--- src/rtl/banco_registros_pkg.sv ---
// Shared pipeline constants for the register file and load scoreboard.
package banco_registros_pkg;

  localparam int unsigned ANCHO     = 32;
  localparam int unsigned NREG      = 32;
  localparam int unsigned ANCHO_DIR = $clog2(NREG);

  // Index of the hard-wired zero register
  localparam logic [ANCHO_DIR-1:0] REG_CERO = '0;

endpackage

--- src/rtl/banco_registros_marcador_pend.sv ---
// Load scoreboard: tracks registers whose load result is still outstanding
// and raises a stall when a source operand is one of them.
module marcador_pend
  import banco_registros_pkg::*;
#(
  parameter int unsigned NREG_P = banco_registros_pkg::NREG
) (
  input  logic                       clk,
  input  logic                       rst_n,
  input  logic                       emite_carga,
  input  logic [$clog2(NREG_P)-1:0]  dir_carga,
  input  logic                       esc_reg,
  input  logic [$clog2(NREG_P)-1:0]  dir_esc,
  input  logic [$clog2(NREG_P)-1:0]  lee_a,
  input  logic [$clog2(NREG_P)-1:0]  lee_b,
  output logic                       detener
);

  localparam int unsigned DIR_W = $clog2(NREG_P);

  logic [NREG_P-1:0] pend_q;
  logic [NREG_P-1:0] pend_d;
  logic              limpia;
  logic              marca;
  logic              espera_a;
  logic              espera_b;

  // A source stalls only if pending and not being written back this cycle
  always_comb begin
    limpia   = esc_reg && (dir_esc != DIR_W'(REG_CERO));
    espera_a = pend_q[lee_a] && !(esc_reg && (dir_esc == lee_a));
    espera_b = pend_q[lee_b] && !(esc_reg && (dir_esc == lee_b));
    detener  = espera_a || espera_b;
    marca    = emite_carga && (dir_carga != DIR_W'(REG_CERO)) && !detener;
  end

  // Next pending vector: clear first so a same-index new load wins
  always_comb begin
    pend_d = pend_q;
    if (limpia) pend_d[dir_esc] = 1'b0;
    if (marca)  pend_d[dir_carga] = 1'b1;
    pend_d[REG_CERO] = 1'b0;
  end

  // Pending vector register
  always_ff @(posedge clk or negedge rst_n) begin
    if (!rst_n) pend_q <= '0;
    else        pend_q <= pend_d;
  end

endmodule

--- src/rtl/banco_registros.sv ---
// Two-read, one-write register file with write-through bypass, registered
// read outputs and a load-pending scoreboard that stalls decode.
module banco_registros
  import banco_registros_pkg::*;
#(
  parameter int unsigned ANCHO = banco_registros_pkg::ANCHO,
  parameter int unsigned NREG  = banco_registros_pkg::NREG
) (
  input  logic                     clk,
  input  logic                     rst_n,
  input  logic                     esc_reg,
  input  logic [$clog2(NREG)-1:0]  dir_esc,
  input  logic [ANCHO-1:0]         dato_esc,
  input  logic [$clog2(NREG)-1:0]  lee_a,
  input  logic [$clog2(NREG)-1:0]  lee_b,
  input  logic                     emite_carga,
  input  logic [$clog2(NREG)-1:0]  dir_carga,
  output logic [ANCHO-1:0]         dato_a,
  output logic [ANCHO-1:0]         dato_b,
  output logic                     detener
);

  localparam int unsigned DIR_W = $clog2(NREG);

  logic [ANCHO-1:0] regs_q [NREG];
  logic [ANCHO-1:0] regs_d [NREG];
  logic [ANCHO-1:0] dato_a_q;
  logic [ANCHO-1:0] dato_a_d;
  logic [ANCHO-1:0] dato_b_q;
  logic [ANCHO-1:0] dato_b_d;

  // Array update; register 0 is never written
  always_comb begin
    regs_d = regs_q;
    if (esc_reg && (dir_esc != DIR_W'(REG_CERO))) regs_d[dir_esc] = dato_esc;
    regs_d[REG_CERO] = '0;
  end

  // Read mux with zero register and same-cycle write-through bypass
  always_comb begin
    dato_a_d = regs_q[lee_a];
    dato_b_d = regs_q[lee_b];
    if (esc_reg && (dir_esc == lee_a)) dato_a_d = dato_esc;
    if (esc_reg && (dir_esc == lee_b)) dato_b_d = dato_esc;
    if (lee_a == DIR_W'(REG_CERO)) dato_a_d = '0;
    if (lee_b == DIR_W'(REG_CERO)) dato_b_d = '0;
  end

  // Storage and registered read ports
  always_ff @(posedge clk or negedge rst_n) begin
    if (!rst_n) begin
      for (int i = 0; i < int'(NREG); i++) regs_q[i] <= '0;
      dato_a_q <= '0;
      dato_b_q <= '0;
    end else begin
      regs_q   <= regs_d;
      dato_a_q <= dato_a_d;
      dato_b_q <= dato_b_d;
    end
  end

  assign dato_a = dato_a_q;
  assign dato_b = dato_b_q;

  marcador_pend #(
    .NREG_P (NREG)
  ) u_marcador_pend (
    .clk         (clk),
    .rst_n       (rst_n),
    .emite_carga (emite_carga),
    .dir_carga   (dir_carga),
    .esc_reg     (esc_reg),
    .dir_esc     (dir_esc),
    .lee_a       (lee_a),
    .lee_b       (lee_b),
    .detener     (detener)
  );

endmodule

--- config.mk ---
export PLATFORM = sky130hd
export DESIGN_NAME = banco_registros
export DESIGN_NICKNAME = d
export VERILOG_FILES = /design/src/rtl/banco_registros_pkg.sv /design/src/rtl/banco_registros_marcador_pend.sv /design/src/rtl/banco_registros.sv
export SDC_FILE = /design/constraint.sdc
export NUM_CORES = 2
export LEC_CHECK = 0
export CORE_MARGIN = 2
export CORE_UTILIZATION = 63
export CTS_CLUSTER_SIZE = 30
export DETAILED_ROUTE_END_ITERATION = 12
export MAX_ROUTING_LAYER = met4
export PLACE_DENSITY = 0.81
export SETUP_SLACK_MARGIN = 0.4
export SYNTH_ARGS = -nofsm -noshare
export SYNTH_HDL_FRONTEND = slang
export SYNTH_HIERARCHICAL = 1
export SYNTH_SLANG_ARGS = --single-unit
--- constraint.sdc ---
create_clock -name clk -period 2.4 [get_ports clk]
set_input_delay 0.24 -clock clk [delete_from_list [all_inputs] [get_ports clk]]
set_output_delay 0.24 -clock clk [all_outputs]
set_load 0.05 [all_outputs]
[After elaboration in Yosys (flattened, before gate mapping)]
Cells that the tools add are included.
Cells by class
  reductions and logical operators: 18
  bitwise gates (word level): 6
  equal/unequal tests: 2
  $lt $le $gt $ge: 10
  muxes and demuxes: 23
Operators by type and width (number)
  $bwmux 1024: 1
  $mux 32: 11
  $bmux 32 s5: 2
  $demux 32 s5: 1
  $and 32x32->32: 1
  $not 32->32: 1
  $or 32x32->32: 1
  $lt 5x6->1 const B: 4
  $ge 6x6->1 const B: 3
  $not 5->6: 3
  $bmux 1 s5: 2
  $demux 1 s5: 2
  $eq 5x5->1: 2
  $ge 5x1->1 const B: 2
  $logic_and 1x1->1: 10
  $logic_not 5->1: 2
  $reduce_bool 5->1: 2
  $lt 6x1->1 const B: 1
  $mux 1: 4
  $logic_not 1->1: 3
  $logic_or 1x1->1: 1
Storage, ports and cells
  register bits after elaboration: 1087
  output and inout port bits: 65
  logic and storage cells: 93
  bits of input ports: 56

[Logic depth before layout (Yosys ltp)]
  depth after elaboration: 9
  gate-level depth with buffers: 10
  mapped depth without buffers: 6

[Hierarchy]
Netlist, hierarchy kept.
Modules (own cells, without submodules)
  banco_registros: sequential area each 26425.3 µm², cells an instance 4135, area an instance 55782.2 µm², instances 1
  marcador_pend: sequential area each 775.7 µm², cells an instance 229, area an instance 2277.2 µm², instances 1

[Worst setup path after synthesis]
OpenSTA, ideal clock, no wires.
  path type: in2reg
  start point: input lee_b[1]
  end point: register dato_b_q[28], in the netlist dato_b[28]
  library setup time: 0.129 ns
  path buffers: 3
  stages on the path: 7
  data arrival time: 1.734 ns
  required time: 2.271 ns
  setup slack: 0.536 ns
  cells stage by stage: buf_2 buf_2 buf_2 mux4_2 mux4_2 nand3_1 nand3_1
Between the ends
  longest elaborated chain between the ends: 6
  elaborated cells between the ends (all ways): 9
  those cells by class: eq/ne: 1; mux: 5; bitwise: 1; reduce/logical: 2
Ends and longest elaborated chain
  from (decl): line banco_registros.sv:15  | input logic [$clog2(NREG)-1:0] lee_b,
  $not 5->6 (not written as such): line banco_registros.sv:42  | dato_b_d = regs_q[lee_b];
  $bmux 32 s5: line banco_registros.sv:42
  $mux 32 (not written as such) (2 in series): line banco_registros.sv:42
  $mux 32: line banco_registros.sv:44  | if (esc_reg && (dir_esc == lee_b)) dato_b_d = dato_esc;
  $mux 32 (*): line banco_registros.sv:46  | if (lee_b == DIR_W'(REG_CERO)) dato_b_d = '0;
  via dato_b_d[28]: line banco_registros.sv:30  | logic [ANCHO-1:0] dato_b_d;
  to (signal assigned): line banco_registros.sv:58  | dato_b_q <= dato_b_d;
  to (decl): line banco_registros.sv:29  | logic [ANCHO-1:0] dato_b_q;
Mark *: on every way through the listed nets, which the timed path passes. The rest lies on a longest branch. The select of a mux whose other input is x is not followed.
A chain may end at the register's enable or synchronous reset.

[Worst setup path in the final report]
  start point: register u_marcador_pend.pend_q[23]
  end point: output detener
Between the ends
  longest elaborated chain between the ends: 4
  elaborated cells between the ends (all ways): 7
  those cells by class: mux: 4; reduce/logical: 3
Ends and longest elaborated chain
  from (decl): line banco_registros_marcador_pend.sv:21  | logic [NREG_P-1:0] pend_q;
  from (signal assigned): line banco_registros_marcador_pend.sv:48  | else pend_q <= pend_d;
  $bmux 1 s5, on equally long branches: line banco_registros_marcador_pend.sv:31, banco_registros_marcador_pend.sv:32
  $mux 1, on equally long branches: line banco_registros_marcador_pend.sv:31, banco_registros_marcador_pend.sv:32
  $logic_and 1x1->1, on equally long branches: line banco_registros_marcador_pend.sv:31, banco_registros_marcador_pend.sv:32
  $logic_or 1x1->1 (*): line banco_registros_marcador_pend.sv:33  | detener = espera_a || espera_b;
  to (decl): line banco_registros.sv:20  | output logic detener
Every way passes the cells marked *; elsewhere a longest branch is shown, timed or not. The select of a mux whose other input is x is not followed.

==> impl_metrics.json <==
{
  "die_area_sq_mm": 0.0946,
  "drt_drc_violations_left": 0,
  "totalNegativeSetupSlack_ns": -0.164,
  "die_height_um": 308,
  "syn-instance-count": 4364,
  "placement.setup.worst_slack_ns": -0.155,
  "timing.critical_path.to": "detener",
  "cts_max_level": 3,
  "run_status": "finished with violations",
  "skew_ns": 0.0226,
  "finalNetCount": 4651,
  "finalCriticalPeriod_ns": 2.56,
  "worst_skew_pair.late_latency_ns": 0.71,
  "grt_overflow_total": 0,
  "synth_enable_flop_cells": 0,
  "num_vias": 43539,
  "synth-main-ff-cell": "dfrtp_1",
  "setup.worst_path.class": "reg2out",
  "antenna_violating_nets_post_route": 0,
  "tot_gr_track_use_pct": 42.2,
  "violated_checks": "setup timing",
  "slew-limit-headroom_pct": 26.6,
  "syn-cell-area_sq_mm": 0.0581,
  "critical_path.reg2reg.endpoint": "u_marcador_pend/pend_q[20]",
  "power-per-cell-area_mw_per_mm2": 832,
  "post-route-period-util_pct": 107,
  "io_buffers": 120,
  "reported_leakage_power_nw": 29.5,
  "horizontal_die_dimension_um": 308,
  "worst-slew-pin-transition_ns": 1.10,
  "postSynth.asyncResetShare_pct": 100,
  "drt-vias-per-instance": 7.41,
  "globalplace.congestion": 0.932,
  "start_kind": "register",
  "detailedRoute.firstPassIterationCount": 8,
  "ys_warn_count": 6,
  "cts_max_path_buffers": 3,
  "hold_viol": 0,
  "placedInstanceArea_sq_mm": 0.0639,
  "timing.final.ws_setup_ns": -0.164,
  "synth.yosys.seq_area_share_pct": 46.9,
  "drv_slew": 0,
  "timing.final.setup_violations": 1,
  "grt_pass1_wl_mm": 288,
  "detail_route.wirelength_mm": 191,
  "area_growth_pct": 17.0,
  "critical_path_peak_fanout": 3,
  "startpoint": "u_marcador_pend/pend_q[23]",
  "number_of_cts_inserted_buffers": 113,
  "synth_top_cells_by_area": "dfrtp_1, mux2_2, mux4_2",
  "final_design_area_no_fill_sq_mm": 0.0679,
  "core_region_area_sq_mm": 0.0915,
  "worstHoldPathType": "in2async",
  "effective_utilization_at_floorplan_pct": 63.4,
  "io_pins": 121,
  "critical_path_arrival_ns": 2.32,
  "irDropWorstVdd_mv": 0.672,
  "worst_r2r_path_depth": 9,
  "wl_per_cell_um": 32.6,
  "cts.reportedPaths.clkPinSlew_ns": 0.06,
  "maxClockFrequency_ghz": 0.390,
  "clock_sinks": 1087,
  "cts-root-buf": "clkbuf_16",
  "cap_violations": 0,
  "ys_ff_latch": 1087,
  "dpl.hpwl_mm": 122,
  "post_synth_num_cell_types": 54,
  "internal_reg_to_reg_setup_slack_ns": 0.26,
  "syn_nets": 4420,
  "first_iter_violations": 6473,
  "first_global_vias": 44545,
  "initial_antenna_violation_count": 3,
  "cp_data_required_time_ns": 2.16,
  "placement_rows": 111,
  "grt_setup_unrepaired": "yes",
  "synth_top_cell_area_share_pct": 46.9,
  "synth_area_per_cell_sq_um": 13.3,
  "cts_tree": "built",
  "r2r_start": "u_marcador_pend/pend_q[23]",
  "drive_above_1_share_pct": 48.5,
  "netlist.top_cell.by_area": "dfrtp_1",
  "setup.worst_path.end_class": "primary output",
  "grt_start_max_net_pins": 109
}
[routing by layer]
metal,part of all wire [%],global-route usage (%)
met1,37,55.4
met2,44,59.2
met4,6.0,21.9
met3,13,13.4
met5,0,-
[flip-flops by register name (all words and copies together), names as in the netlist]
register / count
dato_b: 32
dato_a: 32
regs_q: 992
u_marcador_pend/pend_q: 31
[cells by family after synthesis]
logic type                Yosys count  synth area share (%)
AOI/OAI and AO/OA                 627                  7.20
xor gates and xnor gates           20                 0.302
buffers and inverters             460                  3.67
DFF                              1087                  46.9
muxes                            1614                  36.9
and+or+nand+nor                   556                  5.03
[synth_stat cells, types with 72 or more instances]
| cell type | instances |
|---|---|
| a211oi_1 | 125 |
| nor4_1 | 72 |
| nor3_1 | 97 |
| nor2b_1 | 120 |
| mux2_2 | 1236 |
| buf_2 | 165 |
| a21oi_1 | 93 |
| nor2_1 | 93 |
| dfrtp_1 | 1087 |
| o21ai_0 | 97 |
| o22ai_1 | 181 |
| clkbuf_1 | 193 |
| nand2_1 | 94 |
| mux4_2 | 296 |
[worst max-delay path: stages, from the launching register on]
cell and delay [ns]:
dfrtp_1 0.39, mux4_2 0.50, nand3b_1 0.12, a41oi_2 0.12
o21ai_2 0.21, o211ai_4 0.12, buf_12 0.16
[final cells by class]
| cell class | instances | area (sq um) |
|---|---|---|
| Fill cell | 5411 | 23600 |
| Multi-Input combinational cell | 2817 | 29000 |
| Sequential cell | 1087 | 27200 |
| Tap cell | 1186 | 1480 |
| Timing Repair Buffer | 572 | 6290 |
| Clock inverter | 43 | 706 |
| Antenna cell | 2 | 5.00 |
| Inverter | 4 | 15.0 |
| Clock buffer | 161 | 3270 |
[layout by cell type, fill, tap and decap left out, types with 95 or more instances in the layout]
cell type  synthesis  final
nor2b_1          120    118
buf_12             0    134
o22ai_1          181    181
clkbuf_16          0    118
mux4_2           296    298
o21ai_0           97     95
mux2_2          1236   1236
a211oi_1         125    125
buf_4             19    314
nor3_1            97     97
dfrtp_1         1087   1087
[per-stage QoR]
stage          util [%]  hold slack, ns  total power [mW]  cells
2_1_floorplan         -         -0.0556              32.8   4364
3_3_place_gp       69.8           0.169              36.6   5660
3_5_place_dp       69.8           0.167              37.3   5660
4_1_cts            74.1          0.0269              56.1   5867
5_1_grt            74.2          0.0695              58.3   5872
6_report           74.2          0.0464              56.5   5872
[timing repair]
item,in CTS,in global routing
pin swaps,2,16
buffers inserted,1,1
hold endpoints to repair,616,0
setup endpoints to repair,67,36
hold buffers,1,0
gates resized for setup,79,11
cloned,1,2
[worst min-delay path by stage]
stage / from / endpoint / slack [ns]
after floorplan: rst_n / dato_a[0] / -0.06
after global routing: rst_n / u_marcador_pend/pend_q[25] / 0.07
after detailed placement: rst_n / u_marcador_pend/pend_q[22] / 0.17
after CTS: rst_n / u_marcador_pend/pend_q[25] / 0.03
final: rst_n / u_marcador_pend/pend_q[22] / 0.05
after global placement: rst_n / u_marcador_pend/pend_q[22] / 0.17
[where the power goes]
group | total, mW | switching (mW) | internal (mW)
sequential | 24.9 | 2.92 | 21.9
clock | 18.9 | 7.62 | 11.3
combinational | 12.7 | 5.77 | 6.96
No activity file was read; power rests on OpenSTA's default activity.
